File: src/rtl/eep_arb.sv
// ============================================================================
// eep_arb : round-robin sequencer for the off-chip trim EEPROM (read, timed
//           write with charge pump, recovery gap). Optional macro: EEP_WR_PROT_EN
// Revision: 1.0
// ============================================================================
`default_nettype none

module eep_arb #(
    parameter int RD_CYCLES    = 4,
    parameter int CP_CYCLES    = 2400000,
    parameter int RECOV_CYCLES = 8
) (
    input  logic        clk,
    input  logic        rst_n,
    input  logic [1:0]  req,
    input  logic [1:0]  wr,
    input  logic [1:0]  addr0,
    input  logic [1:0]  addr1,
    input  logic [13:0] wdata0,
    input  logic [13:0] wdata1,
    input  logic [13:0] eep_rd_data,
`ifdef EEP_WR_PROT_EN
    input  logic        wr_unlock,
    output logic        wr_err,
`endif
    output logic [1:0]  done,
    output logic [13:0] rdata,
    output logic        busy,
    output logic        eep_cs_n,
    output logic        eep_r_w_n,
    output logic [1:0]  eep_addr,
    output logic [13:0] eep_wdata,
    output logic        chrg_pmp_en
);

    localparam int MAX_RD_CP = (RD_CYCLES > CP_CYCLES) ? RD_CYCLES : CP_CYCLES;
    localparam int MAX_CYC   = (MAX_RD_CP > RECOV_CYCLES) ? MAX_RD_CP : RECOV_CYCLES;
    localparam int CNT_W     = (MAX_CYC > 1) ? $clog2(MAX_CYC) : 1;

    typedef enum logic [1:0] {
        IDLE  = 2'd0,
        RD    = 2'd1,
        WR    = 2'd2,
        RECOV = 2'd3
    } state_t;

    state_t            state;
    logic [CNT_W-1:0]  cnt;
    logic              last_gnt;
    logic              win;
    logic              sel_wr;
    logic [1:0]        sel_addr;
    logic [13:0]       sel_wdata;

    // A lone requester wins; on contention the one not granted last time wins.
    always_comb begin
        win = 1'b0;
        if (req == 2'b10) begin
            win = 1'b1;
        end else if (req == 2'b11) begin
            win = ~last_gnt;
        end
    end

    assign sel_wr    = win ? wr[1]  : wr[0];
    assign sel_addr  = win ? addr1  : addr0;
    assign sel_wdata = win ? wdata1 : wdata0;

    always_ff @(posedge clk or negedge rst_n) begin
        if (!rst_n) begin
            state       <= IDLE;
            cnt         <= '0;
            last_gnt    <= 1'b1;
            done        <= 2'b00;
            rdata       <= '0;
            busy        <= 1'b0;
            eep_cs_n    <= 1'b1;
            eep_r_w_n   <= 1'b1;
            eep_addr    <= '0;
            eep_wdata   <= '0;
            chrg_pmp_en <= 1'b0;
`ifdef EEP_WR_PROT_EN
            wr_err      <= 1'b0;
`endif
        end else begin
            done <= 2'b00;
`ifdef EEP_WR_PROT_EN
            wr_err <= 1'b0;
`endif
            case (state)
                IDLE: begin
                    if (req != 2'b00) begin
                        last_gnt  <= win;
                        eep_addr  <= sel_addr;
                        eep_wdata <= sel_wdata;
                        busy      <= 1'b1;
`ifdef EEP_WR_PROT_EN
                        // Locked write: report and go straight to recovery.
                        if (sel_wr && !wr_unlock) begin
                            done[win] <= 1'b1;
                            wr_err    <= 1'b1;
                            cnt       <= CNT_W'(RECOV_CYCLES - 1);
                            state     <= RECOV;
                        end else
`endif
                        if (sel_wr) begin
                            eep_cs_n    <= 1'b0;
                            eep_r_w_n   <= 1'b0;
                            chrg_pmp_en <= 1'b1;
                            cnt         <= CNT_W'(CP_CYCLES - 1);
                            state       <= WR;
                        end else begin
                            eep_cs_n  <= 1'b0;
                            eep_r_w_n <= 1'b1;
                            cnt       <= CNT_W'(RD_CYCLES - 1);
                            state     <= RD;
                        end
                    end
                end
                RD: begin
                    if (cnt == '0) begin
                        rdata          <= eep_rd_data;
                        done[last_gnt] <= 1'b1;
                        eep_cs_n       <= 1'b1;
                        cnt            <= CNT_W'(RECOV_CYCLES - 1);
                        state          <= RECOV;
                    end else begin
                        cnt <= cnt - CNT_W'(1);
                    end
                end
                WR: begin
                    if (cnt == '0) begin
                        done[last_gnt] <= 1'b1;
                        eep_cs_n       <= 1'b1;
                        eep_r_w_n      <= 1'b1;
                        chrg_pmp_en    <= 1'b0;
                        cnt            <= CNT_W'(RECOV_CYCLES - 1);
                        state          <= RECOV;
                    end else begin
                        cnt <= cnt - CNT_W'(1);
                    end
                end
                RECOV: begin
                    if (cnt == '0) begin
                        busy  <= 1'b0;
                        state <= IDLE;
                    end else begin
                        cnt <= cnt - CNT_W'(1);
                    end
                end
                default: state <= IDLE;
            endcase
        end
    end

endmodule

`default_nettype wire

File: config.mk
export PLATFORM = sky130hd
export DESIGN_NAME = eep_arb
export DESIGN_NICKNAME = d
export VERILOG_FILES = /design/src/rtl/eep_arb.sv
export SDC_FILE = /design/constraint.sdc
export NUM_CORES = 1
export LEC_CHECK = 0
export BUFFER_PORTS_ARGS = -buffer_cell sky130_fd_sc_hd__buf_2
export CAP_MARGIN = 20
export CORE_ASPECT_RATIO = 1.25
export CORE_MARGIN = 2
export CORE_UTILIZATION = 49
export DETAILED_ROUTE_END_ITERATION = 7
export HOLD_SLACK_MARGIN = 0.05
export PLACE_DENSITY = 0.82
export SYNTH_ARGS = -nofsm -noshare
export SYNTH_HDL_FRONTEND = slang
export SYNTH_SLANG_ARGS = --single-unit
File: constraint.sdc
create_clock -name clk -period 5.2 [get_ports clk]
set_input_delay 1.56 -clock clk [delete_from_list [all_inputs] [get_ports clk]]
set_output_delay 1.56 -clock clk [all_outputs]
set_load 0.1 [all_outputs]
==> impl_metrics.py <==
metrics = {
    "outcome": {
        "outcome": "finished, final reports clean",
    },
    "cts": {
        "clockBufferDepth": 2,
        "tritoncts": "built",
        "htreeDepth": 3,
        "ctsResizeCount": 0,
        "holdBufCountCts": 0,
        "insertion_delay_ns": 0.34,
        "cts_buffers": 9,
        "root_buffer": "clkbuf_8",
        "clkTransAtPathRegs_ns": 0.06,
        "post_cts_buffers": 0,
        "cts_sinks": 61,
    },
    "die": {
        "fp.dieW_um": 76.3,
        "std_cell_rows": 32,
        "die_y_um": 94.4,
        "initial_utilization_pct": 51.2,
        "coreArea_mm2": 0.00625,
        "ios": 88,
        "die_area_mm2": 0.00720,
    },
    "timing": {
        "final_hold_viol_count": 0,
        "fin_crit_ns": 3.26,
        "finalSetupViolations": 0,
        "fin_crit_sh_pct": 62.6,
        "relSlewSlack_pct": 42.8,
        "max_freq_ghz": 0.307,
        "skew_ns": 0.0102,
        "rsz0062_at_grt": "false",
        "worst_hold_slack_ns": 0.475,
        "slew_viol_final": 0,
        "tns_ns": 0,
        "worstMarginPinSlew_ns": 0.859,
    },
    "global_routing": {
        "grt_pass1_vias": 2761,
        "antenna_found_initial": 0,
        "grt_overflow": 0,
        "grt_max_degree": 36,
        "gr-usage-all-layers_pct": 23.8,
        "grt_pass1_wl_um": 13600,
    },
    "yosys": {
        "ys.flop_type": "dfrtp_1",
        "synth_cell_types": 54,
        "yosysWarnings": 0,
        "synthArstFlopShare_pct": 100,
        "synth_area_mm2": 0.00320,
        "synth-seq-cells": 61,
        "seq_area_frac_synth_pct": 47.8,
        "synth_nets": 365,
        "synth_edf_count": 0,
        "synth_cells": 307,
        "syn_area_per_cell_um2": 10.4,
    },
    "detailed_routing": {
        "firstDrtPassIters": 4,
        "wire_per_inst_um": 16.8,
        "vias_per_cell": 5.91,
        "drc_errors": 0,
        "antenna_left": 0,
        "wl_um": 8110,
        "num_vias": 2860,
        "drt_iter0_drc": 189,
    },
    "setup_path": {
        "crit_type": "primary input to flip-flop",
        "endpoint_kind": "flip-flop",
        "cp.arrival_ns": 3.48,
        "worstSetupStartpointType": "primary input",
        "worstRegToRegCells": 6,
        "crit_required_ns": 5.42,
        "crit_start": "req[1]",
        "timing.rr.end": "cnt[15]",
        "r2r_start": "cnt[9]",
        "r2r_slack_ns": 2.55,
        "worstPathMaxFanout": 17,
    },
    "layout": {
        "final_common_cell": "buf_2",
        "fillerInstances": 506,
        "syn2layout_area_growth_pct": 22.6,
        "fin_area_mm2": 0.00392,
        "nets": 453,
        "n_antenna_cell": 0,
        "drive_gt1_share_pct": 34.6,
        "final_core_util_pct": 62.8,
        "layout.cells.most_common_list": "87 x buf_2, 58 x dfrtp_1, 36 x o21ai_0",
    },
    "min_path": {
        "holdPathEnd": "eep_wdata[1]",
        "min-delay-start": "eep_wdata[1]",
        "hold_depth": 2,
        "worstHoldPathType": "flip-flop to flip-flop",
    },
    "placement": {
        "gp_congestion": 0.891,
        "dpl_cell_area_mm2": 0.00371,
        "dp_hpwl_um": 5630,
        "io_buffers": 87,
    },
    "flow_run": {
        "cap_violations": 0,
    },
}
## worst max-delay path: stages
cell and delay (ns):
buf_2 0.13, a21boi_2 0.16, buf_4 0.30, mux2i_1 0.30
nand2b_1 0.52, o41ai_1 0.18, a221o_1 0.33
## per-layer routing
layer	wire length, µm	GRT usage [%]	vias up
met2	3870	38.8	146
met3	712	6.41	18
met1	3350	30.2	1368
li1	-	-	1328
met4	171	9.85	0
met5	0	0	-
## worst max-delay path by stage
stage / endpoint / slack (ns) / cells past startpoint
after detailed placement: cnt[15] / 1.59 / 7
after global routing: cnt[15] / 1.81 / 7
final: cnt[15] / 1.94 / 7
after floorplan: cnt[10] / 2.08 / 7
after global placement: cnt[15] / 1.67 / 7
after CTS: cnt[15] / 1.97 / 7
## registers in the layout (all words and copies together), names as in the netlist
register,cells
state,2
eep_cs_n,1
eep_r_w_n,1
rdata,14
done,2
last_gnt,1
eep_wdata,14
eep_addr,2
chrg_pmp_en,1
busy,1
cnt,22
## area by class of cell
class	count	area [µm²]	area share, %
sequential	61	1530	39.0
clock inverter	4	47.5	1.21
inverter	6	22.5	0.574
timing repair buffer	91	477	12.2
tap	85	106	2.71
clock buffer	11	151	3.86
multi-input combinational	226	1590	40.5
## synth_stat cells (2+ instances only)
library cell | n | area [µm²]
a211oi_1 | 2 | 15.0
a21o_1 | 3 | 22.5
a21oi_1 | 11 | 55.1
a22o_1 | 10 | 87.6
a2bb2oi_1 | 2 | 17.5
a31oi_1 | 9 | 56.3
and3_1 | 2 | 12.5
buf_2 | 3 | 15.0
clkbuf_1 | 9 | 33.8
dfrtp_1 | 58 | 1450
dfstp_2 | 3 | 78.8
ha_1 | 6 | 75.1
inv_1 | 6 | 22.5
mux2_2 | 6 | 67.6
mux2_4 | 10 | 150
mux2i_1 | 17 | 170
nand2_1 | 28 | 105
nand2b_1 | 3 | 18.8
nand3_1 | 7 | 35.0
nand4b_1 | 2 | 17.5
nor2_1 | 17 | 63.8
nor3_1 | 6 | 30.0
nor3b_1 | 2 | 15.0
nor4_1 | 6 | 37.5
nor4_2 | 2 | 25.0
o21a_1 | 2 | 15.0
o21ai_0 | 36 | 180
o21ai_1 | 4 | 20.0
o31ai_1 | 7 | 52.6
o41ai_1 | 3 | 26.3
or2_2 | 2 | 12.5
## logic make-up (layout without fill, tap and decap cells)
group | after synthesis | count (layout) | share of synthesized area (%)
simple gates | 88 | 88 | 15.1
compound gates | 99 | 99 | 19.9
fa+ha+maj | 6 | 6 | 2.35
flops | 61 | 61 | 47.8
buf+inv | 20 | 112 | 2.81
mux | 33 | 33 | 12.1
## per-stage QoR
stage	cells	setup WS (ns)
finish	484	1.94
global route	484	1.81
CTS	483	1.97
detailed placement	468	1.59
global placement	467	1.67
floorplan	307	2.08
Power is not shown: default switching activity piles up to over one toggle a cycle in this logic, so the estimate is an artifact.
